===== config.mk =====
export PLATFORM = sky130hd
export DESIGN_NAME = ysyx_25050147_ifu
export DESIGN_NICKNAME = d
export VERILOG_FILES = /design/src/rtl/ysyx_25050147_ifu.sv
export SDC_FILE = /design/constraint.sdc
export NUM_CORES = 1
export LEC_CHECK = 0
export ABC_CLOCK_PERIOD_IN_PS = 2250
export BUFFER_PORTS_ARGS = -buffer_cell sky130_fd_sc_hd__buf_2
export CAP_MARGIN = 10
export CORE_MARGIN = 4
export CORE_UTILIZATION = 40
export CTS_BUF_LIST = sky130_fd_sc_hd__clkbuf_16
export DETAILED_ROUTE_END_ITERATION = 8
export PLACE_DENSITY = 0.73
export SLEW_MARGIN = 30
export SYNTH_ARGS = -nofsm -noshare
export SYNTH_HDL_FRONTEND = slang
export SYNTH_SLANG_ARGS = --single-unit

===== constraint.sdc =====
create_clock -name clk -period 2.25 [get_ports clk]
set_input_delay 0.45 -clock clk [delete_from_list [all_inputs] [get_ports clk]]
set_output_delay 0.45 -clock clk [all_outputs]
set_load 0.005 [all_outputs]

===== src/rtl/ysyx_25050147_ifu.sv =====
`default_nettype none
// ============================================================================
// Module   : ysyx_25050147_ifu
// Purpose  : Instruction fetch unit. Owns the fetch PC, issues one fetch
//            request at a time to the instruction bus, waits for a response
//            of arbitrary latency and hands the word and its PC to the IDU
//            over a valid/ready handshake. Takes next-PC redirects from
//            execute and flushes, drops stale responses and reports bus
//            errors, bus timeouts and misaligned PCs through a sticky flag.
// Revision : 1.0 - initial release
// ============================================================================
module ysyx_25050147_ifu #(
    parameter logic [31:0] RESET_PC = 32'h8000_0000,
    parameter int          TIMEOUT  = 16
) (
    input  logic        clk,
    input  logic        rst,
    input  logic        flush,
    input  logic [31:0] flush_addr,
    input  logic        redirect_valid,
    input  logic [31:0] redirect_addr,
    output logic        mem_req_valid,
    input  logic        mem_req_ready,
    output logic [31:0] mem_req_addr,
    input  logic        mem_resp_valid,
    input  logic [31:0] mem_resp_data,
    input  logic        mem_resp_err,
    output logic        inst_valid,
    input  logic        inst_ready,
    output logic [31:0] inst,
    output logic [31:0] inst_pc,
    output logic        fetch_err
);

    // ------------------------------------------------------------------------
    // Constants
    // ------------------------------------------------------------------------
    // The timer must be able to hold TIMEOUT itself so it can saturate there.
    localparam int                  c_TIMER_W    = $clog2(TIMEOUT + 1);
    localparam logic [c_TIMER_W-1:0] c_TIMER_LAST = c_TIMER_W'(TIMEOUT - 1);
    localparam logic [c_TIMER_W-1:0] c_TIMER_SAT  = c_TIMER_W'(TIMEOUT);
    localparam logic [c_TIMER_W-1:0] c_TIMER_ONE  = c_TIMER_W'(1);
    // Word presented to the decoder once the unit has faulted (addi x0,x0,0).
    localparam logic [31:0]          c_NOP        = 32'h0000_0013;

    typedef enum logic [1:0] {
        S_REQ  = 2'd0,
        S_WAIT = 2'd1,
        S_HOLD = 2'd2,
        S_ERR  = 2'd3
    } state_t;

    // ------------------------------------------------------------------------
    // State
    // ------------------------------------------------------------------------
    state_t                 r_state;
    logic [31:0]            r_fetch_pc;
    logic                   r_drop;
    logic [c_TIMER_W-1:0]   r_timer;
    logic                   r_inst_valid;
    logic [31:0]            r_inst;
    logic [31:0]            r_inst_pc;
    logic                   r_fetch_err;

    // ------------------------------------------------------------------------
    // Combinational helpers
    // ------------------------------------------------------------------------
    logic                   w_flush_misaligned;
    logic [31:0]            w_next_pc;
    logic                   w_next_misaligned;
    logic [c_TIMER_W-1:0]   w_timer_inc;
    logic                   w_timer_expired;

    // Sequential successor of the held word: redirect target or PC+4 (wraps).
    assign w_next_pc          = redirect_valid ? redirect_addr : (r_inst_pc + 32'd4);
    assign w_next_misaligned  = (w_next_pc[1:0] != 2'b00);
    assign w_flush_misaligned = (flush_addr[1:0] != 2'b00);
    // Saturating increment so a long wait can never wrap back below the limit.
    assign w_timer_inc        = (r_timer == c_TIMER_SAT) ? r_timer : (r_timer + c_TIMER_ONE);
    assign w_timer_expired    = (r_timer >= c_TIMER_LAST);

    // ------------------------------------------------------------------------
    // Outputs: everything is forced low while reset is held, so nothing
    // leaks out of the reset cycle before the registers have been cleared.
    // ------------------------------------------------------------------------
    assign mem_req_valid = !rst && (r_state == S_REQ);
    assign mem_req_addr  = rst ? 32'd0 : r_fetch_pc;
    assign inst_valid    = !rst && r_inst_valid;
    assign inst          = rst ? 32'd0 : r_inst;
    assign inst_pc       = rst ? 32'd0 : r_inst_pc;
    assign fetch_err     = !rst && r_fetch_err;

    // Fetch FSM: request, wait for response, hold for the IDU, or sit faulted.
    always_ff @(posedge clk) begin
        if (rst) begin
            r_state      <= S_REQ;
            r_fetch_pc   <= RESET_PC;
            r_drop       <= 1'b0;
            r_timer      <= '0;
            r_inst_valid <= 1'b0;
            r_inst       <= 32'd0;
            r_inst_pc    <= 32'd0;
            r_fetch_err  <= 1'b0;
        end else begin
            case (r_state)
                // ------------------------------------------------------------
                S_REQ: begin
                    if (flush) begin
                        if (w_flush_misaligned) begin
                            r_state      <= S_ERR;
                            r_fetch_pc   <= flush_addr;
                            r_drop       <= 1'b0;
                            r_inst_valid <= 1'b1;
                            r_fetch_err  <= 1'b1;
                            r_inst       <= c_NOP;
                            r_inst_pc    <= flush_addr;
                        end else begin
                            // The old address may already have been accepted
                            // this cycle; its response must then be thrown away.
                            r_fetch_pc <= flush_addr;
                            if (mem_req_ready) begin
                                r_state <= S_WAIT;
                                r_timer <= '0;
                                r_drop  <= 1'b1;
                            end
                        end
                    end else if (mem_req_ready) begin
                        r_state <= S_WAIT;
                        r_timer <= '0;
                        r_drop  <= 1'b0;
                    end
                end
                // ------------------------------------------------------------
                S_WAIT: begin
                    if (flush) begin
                        if (w_flush_misaligned) begin
                            r_state      <= S_ERR;
                            r_fetch_pc   <= flush_addr;
                            r_drop       <= 1'b0;
                            r_inst_valid <= 1'b1;
                            r_fetch_err  <= 1'b1;
                            r_inst       <= c_NOP;
                            r_inst_pc    <= flush_addr;
                        end else if (mem_resp_valid) begin
                            // The response in flight lands now and is discarded.
                            r_fetch_pc <= flush_addr;
                            r_drop     <= 1'b0;
                            r_state    <= S_REQ;
                        end else begin
                            r_fetch_pc <= flush_addr;
                            r_drop     <= 1'b1;
                            r_timer    <= w_timer_inc;
                        end
                    end else if (mem_resp_valid) begin
                        if (r_drop) begin
                            r_drop  <= 1'b0;
                            r_state <= S_REQ;
                        end else if (mem_resp_err) begin
                            r_state      <= S_ERR;
                            r_inst_valid <= 1'b1;
                            r_fetch_err  <= 1'b1;
                            r_inst       <= c_NOP;
                            r_inst_pc    <= r_fetch_pc;
                        end else begin
                            r_state      <= S_HOLD;
                            r_inst_valid <= 1'b1;
                            r_inst       <= mem_resp_data;
                            r_inst_pc    <= r_fetch_pc;
                        end
                    end else if (w_timer_expired) begin
                        r_state      <= S_ERR;
                        r_drop       <= 1'b0;
                        r_inst_valid <= 1'b1;
                        r_fetch_err  <= 1'b1;
                        r_inst       <= c_NOP;
                        r_inst_pc    <= r_fetch_pc;
                    end else begin
                        r_timer <= w_timer_inc;
                    end
                end
                // ------------------------------------------------------------
                S_HOLD: begin
                    if (flush) begin
                        // Flush beats a same-cycle handshake: the word is lost.
                        if (w_flush_misaligned) begin
                            r_state      <= S_ERR;
                            r_fetch_pc   <= flush_addr;
                            r_inst_valid <= 1'b1;
                            r_fetch_err  <= 1'b1;
                            r_inst       <= c_NOP;
                            r_inst_pc    <= flush_addr;
                        end else begin
                            r_state      <= S_REQ;
                            r_fetch_pc   <= flush_addr;
                            r_inst_valid <= 1'b0;
                        end
                    end else if (inst_ready) begin
                        if (w_next_misaligned) begin
                            r_state      <= S_ERR;
                            r_fetch_pc   <= w_next_pc;
                            r_inst_valid <= 1'b1;
                            r_fetch_err  <= 1'b1;
                            r_inst       <= c_NOP;
                            r_inst_pc    <= w_next_pc;
                        end else begin
                            r_state      <= S_REQ;
                            r_fetch_pc   <= w_next_pc;
                            r_inst_valid <= 1'b0;
                        end
                    end
                end
                // ------------------------------------------------------------
                S_ERR: begin
                    // Terminal until reset; flush, responses and handshakes
                    // leave the fault report untouched.
                    r_state <= S_ERR;
                end
                default: begin
                    r_state <= S_ERR;
                end
            endcase
        end
    end

endmodule
`default_nettype wire

==> results by group, run 1 <==
Timing
  • Worst relative slew slack: 0.671
  • Clk_skew: 7.25 ps
  • Worst Max-Slew Pin Slew: 493 ps
  • Hold Vio Cnt, Final: 0
  • Fin crit period: 2290 ps
  • Min Hold Slack: 291 ps
  • Final setup TNS: -699 ps
  • Fmax: 436 MHz
  • Setup WS post-layout: -42.9 ps
  • Tcrit/Tclk final: 1.02
  • Setup violators final: 29
  • Max Slew Vio Count: 0
  • RSZ-0062 raised after global routing: true

Worst setup path
  • CP required: 2560 ps
  • Register-to-Register Path Depth: 10
  • Crit-path max FO: 29
  • Max stage delay on crit path: ~400 ps
  • Critical Path AT: 2600 ps
  • Slowest cell on crit path: or3_4
  • Reg2reg setup slack: -40 ps
  • Crit-path cells: ha_4, and3_4, ha_4, a41o_1, nor4_4, or3_4, or3_4, nor2_4, buf_12, a22o_1
  • Crit end category: register
  • CP Class: reg2reg
  • Type of origin of the critical path: register

Yosys
  • Leading area contributor after synthesis: dfxtp_1
  • Top-count cell post-synth: dfxtp_1
  • Syn_nets: 991
  • Register area share after synthesis: 0.318
  • Synthesized area per cell: 7.60 sq um
  • Synth Warn #: 0
  • Area fraction of the dominant cell type after synthesis: 0.318
  • Seq cells post-synth: 106
  • Asr flop ratio synth: 0
  • Area contributors post-synth: dfxtp_1 32%, nor2b_1 9.3%, nand2_1 5.3%
  • Cells after Synth: 878
  • Post-synthesis cell type count: 65
  • Post-synth EDFFs: 0
  • Most frequent cells after synthesis: 106 x dfxtp_1, 99 x nor2b_1, 94 x nand2_1
  • Synth Flop Type: dfxtp_1
  • Cell Area, Synth: 6680 sq um

Global route
  • Vias in the first global route: 7,446
  • Global route overflow: 0
  • Initial antenna violation count: 1
  • Pin count of the biggest net entering global routing: 44
  • First-pass GRT wire length: roughly 37 mm
  • Gr usage total: 0.246

Clock network
  • TritonCTS clock tree: built
  • CTS root buf: clkbuf_16
  • Worst-path clk slew: 90 ps
  • Num Clock Sinks: 106
  • Skew-Pair Late Insertion Delay: 360 ps
  • Max clock buf depth: 2
  • Clock buffer count from CTS: 9
  • H-tree depth: 3

Cells and area
  • Area Overhead vs Synth: 34.4%
  • Final Instance Area: 8970 sq um
  • Layout cells sized above 1: 0.315
  • Final Non-Filler Cells: 1,335
  • Fillers: 1,514
  • Nets: 1,227
  • Diodes inserted: 0

Detailed routing
  • Antenna viol nets, final: 0
  • DRT Wirelength: 23.8 mm
  • DR vias: 7,660
  • Vias per inst: 5.74
  • DRC Markers: 0
  • Initial drt markers: 628
  • DR pass1 iterations: 5
  • Wirelength per Cell: 17.8 um

Floorplanning
  • Die span in y: 137 um
  • Die area: ~19,000 sq um
  • Core Area: 16,100 sq um
  • Initial Utilization: 0.414
  • Row Count: 46
  • Die Wd: 137 um
  • IO Pins: a little over 200

Pwr
  • Maximum vdd drop: 0.523 mV
  • PwrDens: between 900 and 1000 nW/um^2
  • Leakage dissipation: slightly below 4 nW

Job
  • Max Cap Violations: 0

Min path
  • Hold Path Class: in2reg
  • Worst Hold Path Cells: 2

Placed design
  • GPL Wtd Cong: 0.948
  • Hpwl dp: 17.5 mm
  • Post-Place Cells: 1,314
  • Number of port buffers: 202
  • Pre-CTS WS: -194 ps
  • Dpl cell area: 8470 sq um

Status
  • Outcome: finished with violations
  • Failing checks: setup timing
## stage by stage
stage | power, mW | util
final | 8.70 | 0.557
after global routing | 9.24 | 0.557
after CTS | 8.56 | 0.549
after detailed placement | 6.79 | 0.526
after global placement | 6.73 | 0.526
after floorplan | 5.04 | -
## power breakdown
group / leakage (nW) / switching [mW] / internal [mW]
logic: 2.87 / 2.41 / 1.87
clock network: 0.153 / 0.877 / 0.812
registers: 0.873 / 0.378 / 2.34
total: 3.90 / 3.67 / 5.03
## cell families after synthesis
family | after synthesis | synth area share
compound gates | 269 | 0.276
xor+xnor | 20 | 0.0262
fa+ha+maj | 9 | 0.0169
buf+inv | 85 | 0.0517
flops | 106 | 0.318
mux | 14 | 0.0216
simple gates | 375 | 0.290
## sequential cells by signal, indices dropped and copies added, names as in the netlist
register / flops
r_drop: 1
r_fetch_err: 1
r_fetch_pc: 32
r_inst: 32
r_inst_pc: 32
r_inst_valid: 1
r_state: 2
r_timer: 5
## worst max-delay path, delay by kind of cell (launching register included)
| family | cells | cell delay (ps) |
|---|---|---|
| buffers and inverters | 1 | 180 |
| DFF | 1 | 360 |
| and+or+nand+nor | 5 | 1140 |
| adders and majority gates | 2 | 240 |
| AOI/OAI and AO/OA | 2 | 310 |
## cells in the final DEF (no fill, tap or decap), drive strengths merged, types with 4 or more instances in the layout
cell,Yosys,layout
a221o,7,7
o21a,9,9
nand2,94,94
nor4,6,6
a211oi,29,29
and2,4,4
a21oi,64,64
ha,9,9
buf,12,295
and3,8,8
a31oi,10,10
a221oi,9,9
inv,15,20
mux2i,11,11
nand2b,13,13
a21o,5,5
a222oi,4,4
or3,9,9
xor2,12,12
dfxtp,106,106
and4,6,6
a22o,30,30
nand3,18,18
o21ai,48,48
nor3,22,22
xnor2,8,8
nor2b,99,99
nor2,74,74
clkbuf,58,9
nand4,9,9
o211ai,13,13
a311oi,8,8
## layer usage
| layer | global-route usage | wire (um) | up-vias |
|---|---|---|---|
| li1 | - | - | 3662 |
| met1 | 0.318 | 9840 | 3544 |
| met2 | 0.398 | 11100 | 408 |
| met3 | 0.0632 | 2350 | 44 |
| met4 | 0.0843 | 555 | 2 |
| met5 | 0 | 7 | - |
## what timing repair did
item,in CTS,in global routing
endpoints found under the setup margin,35,60
resized for setup,9,26
setup buffers,2,3
hold buffers,0,0
pin swaps,2,4
## cell type report
type	instances	area, sq um	share of cell area
multi-input cells	687	4370	0.487
inverters	15	56.3	0.00628
flip-flops and latches	106	2130	0.238
clock buffers	9	225	0.0251
well taps	216	270	0.0301
repair buffers	295	1830	0.204
clock inverters	7	86.3	0.00962
## final timing paths
path	endpoint	from
worst max-delay path	r_inst[9]	r_timer[1]
worst min-delay path	r_inst[25]	mem_resp_data[25]
worst max register to register	r_inst[9]	r_timer[1]
worst min register to register	r_fetch_pc[1]	r_fetch_pc[1]
Note: power is estimated with default switching activity, not from simulation.
==> inputs of run 2 (changes only) <==
Settings changed: ABC_AREA set to 1.
==> run 2 against run 1 <==
  * The flow now finishes without violations
  * Synthesized cell count grew 38%
  * Worst hold slack gained 15 ps
  * Global-route usage up 0.26 points
  * Total power is 1.6% higher
  * Via count up 9.8%
  * Clock power is 10% lower
  * Fmax is 8.4% higher
  * Non-clock buffer count fell by 56
  * Combinational power up 5.8%
  * Worst setup slack improved by 180 ps
  * First-iteration DRC count grew 11%
  * Critical path type unchanged
  * Largest cell class unchanged
==> results by group, run 2 <==
Detailed routing
  • Initial drt markers: 694
  • DRC Markers: 0
  • Wirelength per Cell: 15.6 um
  • DRT Wirelength: 25.5 mm
  • DR pass1 iterations: 5
  • Vias per inst: 5.15
  • DR vias: roughly 8,400
  • Antenna viol nets, final: 0

Placed design
  • GPL Wtd Cong: approximately 0.94
  • Pre-CTS WS: -40.0 ps
  • Number of port buffers: ~200
  • Hpwl dp: between 15 and 20 mm
  • Dpl cell area: between 8000 and 9000 sq um

Timing
  • Worst relative slew slack: 0.562
  • Hold Vio Cnt, Final: 0
  • Max Slew Vio Count: 0
  • Clk_skew: 9.59 ps
  • Worst Max-Slew Pin Slew: 657 ps
  • Fin crit period: 2120 ps
  • Tcrit/Tclk final: 0.940
  • Setup violators final: 0
  • RSZ-0062 raised after global routing: false
  • Fmax: 473 MHz
  • Setup WS post-layout: 135 ps

Clock network
  • Max clock buf depth: 2
  • Num Clock Sinks: 106
  • Skew-Pair Late Insertion Delay: 360 ps
  • H-tree depth: 3
  • TritonCTS clock tree: built
  • Clock buffer count from CTS: 9
  • Worst-path clk slew: 80 ps
  • CTS root buf: clkbuf_16

Worst setup path
  • CP Class: reg2reg
  • Crit-path max FO: 8
  • CP required: 2480 ps
  • Type of origin of the critical path: register
  • Crit end category: register
  • Critical Path AT: about 2300 ps

Global route
  • First-pass GRT wire length: roughly 40 mm
  • GRT busiest layer: met2
  • Global route overflow: 0
  • Met1 usage: 0.333
  • Pin count of the biggest net entering global routing: about 50
  • Initial antenna violation count: 2
  • Met3 global-route usage: 0.0702
  • Vias in the first global route: 7,805
  • Met2 GRT Util: 0.389
  • Gr usage total: 0.248

Cells and area
  • Commonest non-fill, non-tap cell in the layout: nand2_1
  • Most frequent cells in the layout: 325 x nand2_1, 257 x nor2_1, 201 x buf_2
  • Diodes inserted: 0
  • Area Overhead vs Synth: 23.6%
  • Top Registers: r_fetch_pc (32), r_inst (32), r_inst_pc (32)
  • Layout cells sized above 1: 0.205
  • Final Instance Area: a little under 9000 sq um
  • Nets: 1,516

Min path
  • Hold Path Class: in2reg

Yosys
  • Post-synthesis cell type count: 36
  • Cells after Synth: 1,211
  • Most frequent cells after synthesis: 326 x nand2_1, 259 x nor2_1, 127 x inv_1
  • Register area share after synthesis: 0.301
  • Cell Area, Synth: a little over 7000 sq um
  • Synth Flop Type: dfxtp_1
  • Area contributors post-synth: dfxtp_1 30%, nand2_1 17%, nor2_1 14%
  • Leading area contributor after synthesis: dfxtp_1
  • Seq cells post-synth: 106
  • Area fraction of the dominant cell type after synthesis: 0.301
  • Syn_nets: 1,324
  • Top-count cell post-synth: nand2_1
  • Post-synth EDFFs: 0
  • Asr flop ratio synth: 0
  • Synth Warn #: 0
  • Synthesized area per cell: 5.81 sq um

Floorplanning
  • Initial Utilization: 0.407
  • Die Wd: 141 um
  • IO Pins: 203
  • Row Count: between 40 and 50
  • Core Area: roughly 17,000 sq um
  • Die area: 19,800 sq um
  • Die span in y: 141 um

Pwr
  • Leakage dissipation: between 4 and 5 nW
  • Maximum vdd drop: between 0.5 and 0.6 mV
  • PwrDens: 1020 nW/um^2

Status
  • Outcome: finished clean

Job
  • Max Cap Violations: 0
[run 2: cell count changes after synthesis, moves of 13 or more]
cell / previous run / this run
nor2_1: 73 / 259
nand3_1: 18 / 67
o21ai_1: 0 / 42
nand2b_1: 13 / 0
buf_2: 3 / 22
nand2_1: 94 / 326
a22o_1: 30 / 0
a21oi_1: 64 / 80
a211oi_1: 29 / 0
inv_1: 15 / 127
nor2b_1: 99 / 0
a22oi_1: 1 / 14
clkbuf_1: 58 / 20
[run 2: final timing paths]
path / from / end / slack [ps] / depth (start not counted)
min reg2reg: r_inst[4] / r_inst[4] / 450 / 2
min: mem_resp_data[11] / r_inst[11] / 310 / 3
max: r_state[1] / r_inst_pc[6] / 130 / 13
max reg2reg: r_state[1] / r_inst_pc[6] / 130 / 13
[run 2: area by class of cell]
| type | count | area [sq um] |
|---|---|---|
| Clock buffer | 9 | 225 |
| Clock inverter | 6 | 42.5 |
| Fill cell | 1787 | 8590 |
| Inverter | 136 | 513 |
| Multi-Input combinational cell | 911 | 4160 |
| Sequential cell | 106 | 2120 |
| Tap cell | 225 | 282 |
| Timing Repair Buffer | 239 | 1360 |
[run 2: layer usage]
metal,wire length [um],up-vias
li1,-,4192
met1,10700,3782
met2,11400,385
met3,2670,47
met4,668,4
met5,21,-
[run 2: cell families after synthesis]
group                    count (synthesis)  share of synthesized area
AND/OR/NAND/NOR                        686                      0.397
AO/OA/AOI/OAI                          201                      0.155
buffers and inverters                  195                      0.113
flip-flops                             106                      0.301
XOR/XNOR                                14                     0.0174
adder cells (fa/ha/maj)                  9                     0.0160
[run 2: timing repair]
| item | 4_1_cts | 5_1_grt |
|---|---|---|
| hold buffers | 0 | 0 |
| endpoints found under the hold margin | 0 | 0 |
| gates cloned | 1 | 0 |
| pin swaps | 1 | 0 |
| setup buffers | 3 | 0 |
| resized for setup | 3 | 5 |
| endpoints found under the setup margin | 34 | 62 |
[run 2: report_power, final]
group	internal [mW]	total, mW	leakage, nW	switching (mW)
Combinational	1.56	4.54	3.20	2.98
Clock	0.751	1.52	0.128	0.774
Sequential	2.40	2.78	0.869	0.379
Total	4.71	8.84	4.20	4.13
[run 2: metrics by stage]
step / util / std cells / hold WS, ps / total power, mW / setup TNS (ps)
global route: 0.503 / 1632 / 296 / 9.46 / 0
CTS: 0.502 / 1632 / 293 / 8.76 / 0
floorplan: - / 1211 / 427 / 5.62 / 0
detailed placement: 0.483 / 1613 / 443 / 7.05 / -760
global placement: 0.483 / 1613 / 440 / 7.00 / 0
finish: 0.503 / 1632 / 305 / 8.84 / 0
[run 2: worst max-delay path, stage by stage (launching register included)]
cell	delay, ps
dfxtp_2	370
inv_1	100
ha_1	280
inv_2	80
nor2_4	220
nand4_4	190
nand2_2	140
nor2_4	50
buf_12	140
buf_4	130
nand3_1	50
o21ai_0	90
nor2_1	100
nor2_1	40
==> inputs of run 3 (changes only) <==
Settings changed: ABC_CLOCK_PERIOD_IN_PS 2250 to 2050, CORE_UTILIZATION 40 to 50, PLACE_DENSITY 0.73 to 0.83.
Clock period 2.25 ns to 2.05 ns, I/O delays scaled along.
==> run 3 against run 2 <==
  * Combinational power increased by 22%
  * Total power increased by 17%
  * Global-route usage increased by 4.0 points
  * Final area increased by 4.1%
  * Critical path type unchanged
  * Critical endpoint is now r_inst[13]
  * Largest cell class unchanged
==> results by group, run 3 (synthesis gave the netlist of run 2 again) <==
Status
  • Outcome: finished clean

Floorplanning
  • Initial Utilization: 0.509
  • Die Wd: approximately 130 um
  • IO Pins: between 200 and 250
  • Die span in y: 127 um
  • Core Area: 13,800 sq um
  • Row Count: 43
  • Die area: 16,000 sq um

Cells and area
  • Area Overhead vs Synth: 28.7%
  • Commonest non-fill, non-tap cell in the layout: nand2_1
  • Final Non-Filler Cells: roughly 1,600
  • Fillers: 1,249
  • Top Registers: r_fetch_pc (32), r_inst (32), r_inst_pc (32)
  • Diodes inserted: 0
  • Layout cells sized above 1: 0.234
  • Most frequent cells in the layout: 324 x nand2_1, 253 x nor2_1, 201 x buf_2
  • Nets: 1,548

Global route
  • Global route overflow: 0
  • Gr usage total: 0.289
  • Met3 global-route usage: 0.0829
  • Initial antenna violation count: 2
  • Pin count of the biggest net entering global routing: 34
  • Vias in the first global route: 7,788
  • Met1 usage: 0.365
  • Met2 GRT Util: 0.464
  • GRT busiest layer: met2
  • First-pass GRT wire length: 38.0 mm

Detailed routing
  • DR pass1 iterations: 5
  • DRT Wirelength: 24.9 mm
  • DR vias: 8,605
  • Wirelength per Cell: 15.4 um
  • DRC Markers: 0
  • Vias per inst: around 5.3
  • Initial drt markers: 812
  • Antenna viol nets, final: 0

Clock network
  • Num Clock Sinks: about 110
  • Worst-path clk slew: 70 ps
  • CTS root buf: clkbuf_16
  • Max clock buf depth: 2
  • TritonCTS clock tree: built
  • Clock buffer count from CTS: 9
  • H-tree depth: 3
  • Skew-Pair Late Insertion Delay: 350 ps

Timing
  • Min Hold Slack: 268 ps
  • Worst Max-Slew Pin Slew: 458 ps
  • Clk_skew: about 6.9 ps
  • Setup WS post-layout: 49.7 ps
  • Setup violators final: 0
  • Worst relative slew slack: 0.695
  • Tcrit/Tclk final: 0.976
  • Max Slew Vio Count: 0
  • Fin crit period: 2000 ps
  • Final setup TNS: 0 ps
  • RSZ-0062 raised after global routing: true
  • Fmax: about 500 MHz
  • Hold Vio Cnt, Final: 0

Pwr
  • Leakage dissipation: 4.41 nW
  • Maximum vdd drop: 0.519 mV
  • PwrDens: 1140 nW/um^2

Worst setup path
  • Type of origin of the critical path: register
  • CP required: between 2000 and 2500 ps
  • Critical Path AT: around 2300 ps
  • Crit-path max FO: 15
  • Crit end category: register
  • CP Class: reg2reg

Placed design
  • Post-Place Cells: roughly 1,600
  • Number of port buffers: 202
  • Hpwl dp: 18.1 mm
  • Pre-CTS WS: -258 ps
  • GPL Wtd Cong: ~0.94

Job
  • Max Cap Violations: 0

Min path
  • Hold Path Class: in2reg
[run 3: cell count changes in the layout (fill, tap and decap cells not counted), moves of 3 or more]
cell / before / now
ha_2: 0 / 3
nor2_4: 5 / 8
ha_1: 8 / 5
dfxtp_2: 1 / 4
dfxtp_1: 105 / 101
a221oi_1: 4 / 1
buf_12: 5 / 9
nor2_1: 257 / 253
buf_4: 32 / 56
a221oi_2: 0 / 3
[run 3: area by class of cell]
type | count | area [sq um] | area share
Clock buffer | 9 | 225 | 0.0249
Clock inverter | 7 | 62.6 | 0.00690
Timing Repair Buffer | 271 | 1690 | 0.187
Tap cell | 180 | 225 | 0.0249
Sequential cell | 106 | 2130 | 0.235
Inverter | 136 | 515 | 0.0569
Multi-Input combinational cell | 911 | 4210 | 0.465
[run 3: final timing paths]
path,from,end,slack (ps),cells after the start
worst min-delay path,mem_resp_data[27],r_inst[27],270,3
worst min register to register,r_inst[1],r_inst[1],470,2
worst max register to register,r_timer[0],r_inst[13],50,13
worst max-delay path,r_timer[0],r_inst[13],50,13
[run 3: worst max-delay path, cell delays in order (launching register included)]
cell	delay, ps
dfxtp_4	380
ha_4	130
nand2_1	80
nor2_2	130
ha_2	180
nor2_2	50
nand4_4	90
buf_6	120
nand2_2	70
nor2_4	200
o21ai_4	150
clkbuf_16	200
nand2_1	60
nand2_1	40
[run 3: timing repair]
action | CTS | global route
cloned | 1 | 2
hold buffers | 0 | 0
endpoints found under the hold margin | 0 | 0
buffers inserted | 4 | 6
endpoints found under the setup margin | 60 | 67
pin swaps | 2 | 6
gates resized for setup | 7 | 30
[run 3: metrics by stage]
stage	power (mW)	utilization	instance area, sq um
floorplan	6.17	-	7040
global placement	7.85	0.616	8510
detailed placement	7.94	0.616	8510
CTS	9.85	0.642	8870
global route	11.0	0.655	9060
finish	10.3	0.655	9060
[run 3: layer usage]
| layer | up-vias | wire, um |
|---|---|---|
| met2 | 472 | 11500 |
| met5 | - | 21 |
| li1 | 4258 | - |
| met1 | 3806 | 9760 |
| met3 | 65 | 2910 |
| met4 | 4 | 765 |
[run 3: where the power goes]
group          switching, mW  internal (mW)  leakage, nW
clock network          0.806          0.936        0.145
registers              0.416           2.64        0.871
logic                   3.37           2.15         3.39
total                   4.59           5.73         4.41
